`src/rtl/uart_rx.sv`:
```
// uart_rx: 8N1 UART receiver with mid-bit sampling, glitch rejection and break handling.
// Define UART_RX_PARITY_EN to expect an even parity bit between the data and stop bits.
module uart_rx #(
    parameter int CLKS_PER_BIT = 434
) (
    input  logic       clk,
    input  logic       nRst,
    input  logic       rx,
    output logic [7:0] data,
    output logic       valid,
    output logic       frame_err,
    output logic       parity_err,
    output logic       busy
);
    localparam logic [2:0] S_IDLE      = 3'd0;
    localparam logic [2:0] S_START     = 3'd1;
    localparam logic [2:0] S_DATA      = 3'd2;
    localparam logic [2:0] S_PARITY    = 3'd3;
    localparam logic [2:0] S_STOP      = 3'd4;
    localparam logic [2:0] S_WAIT_HIGH = 3'd5;
    localparam logic [15:0] HALF = 16'(CLKS_PER_BIT / 2 - 1);
    localparam logic [15:0] FULL = 16'(CLKS_PER_BIT - 1);

    logic [1:0]  r_sync;
    logic [2:0]  r_state;
    logic [15:0] r_cnt;
    logic [2:0]  r_idx;
    logic [7:0]  r_shift;
    logic [7:0]  r_data;
    logic        r_valid;
    logic        r_ferr;
    logic        r_perr;
    logic        w_rxs;
    logic        w_tick;
    logic        w_perr;
    logic [2:0]  w_after_data;

`ifdef UART_RX_PARITY_EN
    logic r_par;
    assign w_perr       = ^{r_shift, r_par};
    assign w_after_data = S_PARITY;
    always_ff @(posedge clk or negedge nRst)
        if (!nRst) r_par <= 1'b0;
        else if (r_state == S_PARITY && w_tick) r_par <= w_rxs;
`else
    assign w_perr       = 1'b0;
    assign w_after_data = S_STOP;
`endif

    assign w_rxs      = r_sync[1];
    assign w_tick     = r_cnt == 16'd0;
    assign data       = r_data;
    assign valid      = r_valid;
    assign frame_err  = r_ferr;
    assign parity_err = r_perr;
    assign busy       = r_state != S_IDLE;

    always_ff @(posedge clk or negedge nRst) begin
        if (!nRst) begin
            r_sync  <= 2'b11;
            r_state <= S_IDLE;
            r_cnt   <= 16'd0;
            r_idx   <= 3'd0;
            r_shift <= 8'h00;
            r_data  <= 8'h00;
            r_valid <= 1'b0;
            r_ferr  <= 1'b0;
            r_perr  <= 1'b0;
        end else begin
            r_sync  <= {r_sync[0], rx};
            r_valid <= 1'b0;
            r_ferr  <= 1'b0;
            r_perr  <= 1'b0;
            case (r_state)
                S_IDLE: if (!w_rxs) begin
                    r_cnt   <= HALF;
                    r_state <= S_START;
                end
                S_START: if (!w_tick) r_cnt <= r_cnt - 16'd1;
                else if (w_rxs) r_state <= S_IDLE;
                else begin
                    r_cnt   <= FULL;
                    r_idx   <= 3'd0;
                    r_state <= S_DATA;
                end
                S_DATA: if (!w_tick) r_cnt <= r_cnt - 16'd1;
                else begin
                    r_cnt   <= FULL;
                    r_shift <= {w_rxs, r_shift[7:1]};
                    r_idx   <= r_idx + 3'd1;
                    if (r_idx == 3'd7) r_state <= w_after_data;
                end
                S_PARITY: if (!w_tick) r_cnt <= r_cnt - 16'd1;
                else begin
                    r_cnt   <= FULL;
                    r_state <= S_STOP;
                end
                S_STOP: if (!w_tick) r_cnt <= r_cnt - 16'd1;
                else if (w_rxs) begin
                    r_data  <= r_shift;
                    r_valid <= 1'b1;
                    r_perr  <= w_perr;
                    r_state <= S_IDLE;
                end else begin
                    r_ferr  <= 1'b1;
                    r_state <= S_WAIT_HIGH;
                end
                // A held-low break parks here so it reports only one frame error.
                S_WAIT_HIGH: if (w_rxs) r_state <= S_IDLE;
                default: r_state <= S_IDLE;
            endcase
        end
    end
endmodule
```
`config.mk`:
```
export PLATFORM = sky130hd
export DESIGN_NAME = uart_rx
export DESIGN_NICKNAME = d
export VERILOG_FILES = /design/src/rtl/uart_rx.sv
export SDC_FILE = /design/constraint.sdc
export NUM_CORES = 1
export LEC_CHECK = 0
export CORE_MARGIN = 8
export CORE_UTILIZATION = 45
export DETAILED_ROUTE_END_ITERATION = 16
export SYNTH_ARGS = -nofsm -noshare
export SYNTH_HDL_FRONTEND = slang
export SYNTH_SLANG_ARGS = --single-unit
```
`constraint.sdc`:
```
create_clock -name clk -period 3.3 [get_ports clk]
set_input_delay 0.66 -clock clk [delete_from_list [all_inputs] [get_ports clk]]
set_output_delay 0.66 -clock clk [all_outputs]
set_load 0.005 [all_outputs]
```
# ---- After elaboration in Yosys (flattened, before gate mapping)
# Cells that the tools add are included.
dict set report totals {
  reg_bits 42
  out_inout_bits 12
}
dict set report classes {
  addsub 2
  n_eq_ne 16
  n_reduce_logical 11
  n_mux 26
}
# operator n
set ops {}
lappend ops {{16-bit 2-to-1 mux} 5}
lappend ops {{16-bit case mux with 4 select lines} 1}
lappend ops {{3-bit 2-to-1 mux} 11}
lappend ops {{2-bit != test, second input constant} 9}
lappend ops {{3-bit case mux with 6 select lines} 1}
lappend ops {{16-bit zero test} 1}
lappend ops {{16-bit by 1-bit subtractor with 16-bit output, second input constant} 1}
lappend ops {{3-bit == test, second input constant} 3}
lappend ops {{4-bit AND reduction} 2}
lappend ops {{7-bit AND reduction} 1}
lappend ops {{3-bit by 2-bit == test with 1-bit output, second input constant} 2}
lappend ops {{1-bit 2-to-1 mux} 6}
lappend ops {{3-bit case mux with 2 select lines} 1}
lappend ops {{4-bit nonzero test} 1}
lappend ops {{3-bit by 1-bit adder with 3-bit output, second input constant} 1}
lappend ops {{3-bit by 1-bit == test with 1-bit output, second input constant} 1}
lappend ops {{3-bit zero test} 1}
lappend ops {{3-bit != test, second input constant} 1}
lappend ops {{3-bit AND reduction} 1}
lappend ops {{3-bit nonzero test} 1}
lappend ops {{2-bit 2-to-1 mux} 1}
lappend ops {{2-bit AND reduction} 1}
lappend ops {{2-bit nonzero test} 1}
lappend ops {{2-bit OR reduction} 1}

# ---- Longest topological paths before layout
dict set report depth {
  depth_word 4
  mapped_depth 8
}

# ---- Least setup slack after synthesis
# Ideal clock, no wire load.
dict set report synth_timing {
  path_type {flip-flop to flip-flop}
  start {reg r_cnt[0]}
  end {reg r_data[0], in the netlist data[0]}
  path_buffers 1
  t_arrival_ns 1.948
  period_less_slack_ns 2.073
  t_required_ns 3.175
  setup_slack_ns 1.227
  path_stages_with_launch 8
  cell_sequence {dfrtp_1 inv_1 ha_1 nor3b_2 nand4_1 or3_1 buf_4 mux2_4}
}
dict set report synth_via {
  elab_chain_len 2
}
# item line
set synth_lines {}
lappend synth_lines {{start, declared} 26} ;# logic [15:0] r_cnt;
lappend synth_lines {{start signal, assigned} 79} ;# S_START: if (!w_tick) r_cnt <= r_cnt - 16'd1;
lappend synth_lines {{start signal, assigned} 86} ;# S_DATA: if (!w_tick) r_cnt <= r_cnt - 16'd1;
lappend synth_lines {{start signal, assigned} 93} ;# S_PARITY: if (!w_tick) r_cnt <= r_cnt - 16'd1;
lappend synth_lines {{16-bit zero test} 51} ;# assign w_tick = r_cnt == 16'd0;
lappend synth_lines {{3-bit AND reduction (no source line)} n/a}
lappend synth_lines {{end signal, assigned} 100} ;# r_data <= r_shift;
lappend synth_lines {{end, declared} 29} ;# logic [7:0] r_data;
# Every way passes these cells.
# A chain may end at the register's enable or synchronous reset.

# ---- Worst setup path in the final report
dict set report layout_timing {
  start {reg r_state[1]}
  end {out busy}
}
dict set report layout_via {
  elab_chain_len 1
}
# item line
set layout_lines {}
lappend layout_lines {{start, declared} 25} ;# logic [2:0] r_state;
lappend layout_lines {{start signal, assigned} 91} ;# if (r_idx == 3'd7) r_state <= w_after_data;
lappend layout_lines {{3-bit nonzero test} 56} ;# assign busy = r_state != S_IDLE;
lappend layout_lines {{end, declared} 13} ;# output logic busy
# Every way passes these cells.

==> flow_summary.rst <==
.. list-table::
   :header-rows: 1

   * - Metric
     - Value
   * - Run status
     - completed
   * - Sort of element at the end of the critical path
     - primary output
   * - Worst Tran Pin Value
     - 0.893 ns
   * - Cell type with the largest total area after synthesis
     - sky130_fd_sc_hd__dfrtp_1
   * - Cell Rows
     - 25
   * - Syn Std Cell Area
     - 2120 µm²
   * - Period minus WS final
     - 2.47 ns
   * - Residual DRC
     - 0
   * - Portion of the post-synthesis area used by sequential elements
     - 49.6%
   * - CTS max path bufs
     - 2
   * - Antenna-violating nets left
     - 0
   * - Async set or reset register ratio after synthesis
     - 100%
   * - Initial DRT Pass Iterations
     - 4
   * - Endpoints failing hold
     - 0
   * - CTS tree
     - yes
   * - Number of top-level pins
     - 15
   * - RSZ-0062 raised after global routing
     - no
   * - Number of register bits inferred by synthesis
     - 42
   * - Global routing usage summed across all routing layers
     - 11.9%
   * - Clock tree root buffer cell
     - sky130_fd_sc_hd__clkbuf_8
   * - Most frequent cells after synthesis
     - 40 x sky130_fd_sc_hd__dfrtp_1, 14 x sky130_fd_sc_hd__nand2_1, 13 x sky130_fd_sc_hd__o21ai_0
   * - Clock-pin slew on the worst setup and hold paths
     - 0.08 ns
   * - Number of placed instances, taps included
     - 252
   * - Post-CTS setup buffer count
     - 0
   * - Reg-to-reg startpoint
     - r_cnt[0]$_DFFE_PN0P_
   * - Wire length of the first global-routing pass
     - 6.97 mm
   * - Number of standard cells in the final layout excluding fillers
     - 260
   * - Proportion of power drawn by combinational gates
     - 1.5%
   * - Filler cell count
     - 432
   * - Timing-limited maximum frequency
     - 0.405 GHz
   * - Highest signal layer in the routed design
     - met4
   * - Top area cells in the synthesized netlist
     - sky130_fd_sc_hd__dfrtp_1 47%, sky130_fd_sc_hd__mux2_4 5.7%, sky130_fd_sc_hd__mux2_2 4.2%, sky130_fd_sc_hd__o21ai_0 3.1%, sky130_fd_sc_hd__dfstp_2 2.5%
   * - Width of the chip
     - 84.7 µm
   * - Worst clock skew
     - 0.00290 ns
   * - Critical Path Start Type
     - flip-flop
   * - Peak ir drop on the vdd network
     - 0.162 mV
   * - Count of antenna diodes in the layout
     - 0
   * - Post-layout net count
     - 211
   * - Required arrival time at the worst endpoint
     - 2.64 ns
   * - Leakage dissipation
     - 0.00106 µW
   * - Net switching power
     - 192 µW
   * - Post-route met1 wirelength
     - 1.91 mm
   * - Met3 wirelength from detailed routing
     - 219 µm
   * - Met2 routed wirelength
     - 1.86 mm
   * - CTS H-Tree Depth
     - 2
   * - Reg-to-reg slack, setup
     - 0.91 ns
   * - Cell-internal power
     - 741 µW
   * - Largest net degree at the start of global routing
     - 43
   * - Proportion of netlist area held by the largest area contributor
     - 47.1%
   * - Worst-path maximum fanout
     - 12
   * - Via count of the first global-routing pass
     - 1470
   * - Final Slew Violations
     - 0
   * - Total setup violations reported at the end of the flow
     - 0
   * - Accumulated negative setup slack
     - 0 ns
   * - Floorplan die area
     - 7170 µm²
   * - Crit Reg-Reg Endpoint
     - data[7]$_DFFE_PN0P_
   * - Count of cell types in the netlist
     - 47
   * - Hold path startpoint
     - r_sync[0]$_DFF_PN1_
   * - Port Buffers
     - 13
   * - Start-to-end type of the worst setup path
     - reg2out
   * - Worst Hold Margin
     - 0.359 ns
   * - Vias
     - 1483
   * - Most frequent cell after synthesis
     - sky130_fd_sc_hd__dfrtp_1
   * - Routed wire length
     - 4.04 mm
   * - Antenna violations before repair
     - 0
   * - Effective utilization at floorplan
     - 45.9%
   * - Total of warnings raised by yosys
     - 0
   * - Power Dens Cells
     - 391 nW/µm²
   * - Share of cells above drive strength 1
     - 20.4%
   * - Number of DRC markers after the initial detailed-route iteration
     - 69
   * - Post-CTS resize count
     - 0
   * - Hold Crit Endpoint
     - r_sync[1]$_DFF_PN1_
   * - Number of flops mapped to enable cells by yosys
     - 0
   * - Area of the placeable core
     - 4630 µm²
   * - Y dimension of the die
     - 84.7 µm
   * - Routed via count divided by cell count
     - 5.70
   * - Synthesis-to-finish area growth
     - 12.4%
   * - Period utilisation layout
     - 74.9%
   * - Sink count of the clock tree
     - 42
   * - Post-CTS Hold Fix Bufs
     - 0
   * - Post-DP HPWL
     - 2.89 mm
   * - Flop pwr share
     - 55.4%
   * - Post-layout utilization of the core
     - 51.6%
   * - Crit path DAT
     - 1.81 ns
   * - Total nets after synthesis
     - 199
   * - Latest clock arrival within the worst-skew pair
     - 0.29 ns
   * - Final Wtd Congestion
     - 0.794
   * - Crit path launch
     - r_state[1]$_DFFE_PN0P_
   * - Max capacitance violation total
     - 0
   * - Clock group share of total power
     - 43.1%
   * - Syn Inst Count
     - 193
   * - Reg2Reg Depth
     - 6
   * - Worst Hold Path Cells
     - 0
   * - Global-route congestion overflow total
     - 0
   * - Mean post-synth cell area
     - 11.0 µm²
   * - Detail-routed net length per standard cell
     - 15.6 µm
   * - Inserted Clock Buffers
     - 5
   * - Switching Fraction
     - 20.6%
   * - Relative max-transition margin
     - 40.5%
   * - Path category of the worst min-delay check
     - reg2reg
   * - Ys flop type
     - sky130_fd_sc_hd__dfrtp_1
-- power by group through the flow --
stage	combinational, µW	clock (µW)	sequential, µW
after floorplan	3.27	0	528
after global placement	14.4	0	528
after detailed placement	14.6	0	528
after CTS	14.6	408	518
after global routing	17.0	430	518
final	13.7	402	518
-- critical path, stage by stage (launching register included) --
cell                              delay [ns]
sky130_fd_sc_hd__dfrtp_1                0.53
sky130_fd_sc_hd__or3_1                  0.50
sky130_fd_sc_hd__clkdlybuf4s50_1        0.49
-- per-stage QoR --
stage	setup slack (ns)	power, µW	instance area, µm²
after floorplan	1.23	531	2120
after global placement	1.01	542	2280
after detailed placement	0.926	543	2280
after CTS	0.806	941	2390
after global routing	0.693	965	2390
final	0.828	934	2390
-- flip-flops by register name, indices dropped and copies added, names as in the netlist --
name       cells
data           8
r_sync         2
r_idx          3
r_cnt         16
frame_err      1
r_shift        8
r_state        3
valid          1
-- cell families (layout without fill, tap and decap cells) --
group | count (synthesis) | after routing | synth area share, %
AND/OR/NAND/NOR | 70 | 70 | 20.0
flip-flops | 42 | 42 | 49.6
AO/OA/AOI/OAI | 39 | 39 | 12.0
multiplexers | 21 | 21 | 12.3
buffers and inverters | 14 | 27 | 3.00
adder cells (fa/ha/maj) | 3 | 3 | 1.77
XOR/XNOR | 3 | 3 | 1.24
other | 1 | 1 | 0.177
-- cell type report --
type	instances	area, µm²	share of cell area (%)
Sequential cell	42	1050	44.1
Clock inverter	3	40.0	1.68
Clock buffer	5	68.8	2.88
Inverter	5	18.8	0.786
Timing Repair Buffer	14	133	5.56
Multi-Input combinational cell	137	1010	42.1
Tap cell	54	67.6	2.83
-- worst max-delay path by stage --
| stage | to | cells past startpoint |
|---|---|---|
| finish | busy | 2 |
| global route | data[0]$_DFFE_PN0P_ | 6 |
| CTS | busy | 2 |
| detailed placement | data[5]$_DFFE_PN0P_ | 6 |
| global placement | data[6]$_DFFE_PN0P_ | 6 |
| floorplan | data[0]$_DFFE_PN0P_ | 7 |
-- routing by layer --
layer / GRT usage (%) / vias up
met5: 0 / -
met4: 4.05 / 0
met3: 3.90 / 6
met2: 18.6 / 33
met1: 14.9 / 717
li1: - / 727
-- cells in the final DEF, fill, tap and decap left out, drive strengths merged, types with 3 or more instances in the layout --
master and count:
or2 4, nand2 14, ha 3, inv 5
dfrtp 40, clkdlybuf4s50 12, o31ai 7, o21ai 13
a21oi 10, nor2 12, clkbuf 5, nand3 5
mux2i 5, nor4 3, or4 5, or3 7
mux2 16, nor3 8
(Power assumes the default switching activity.)
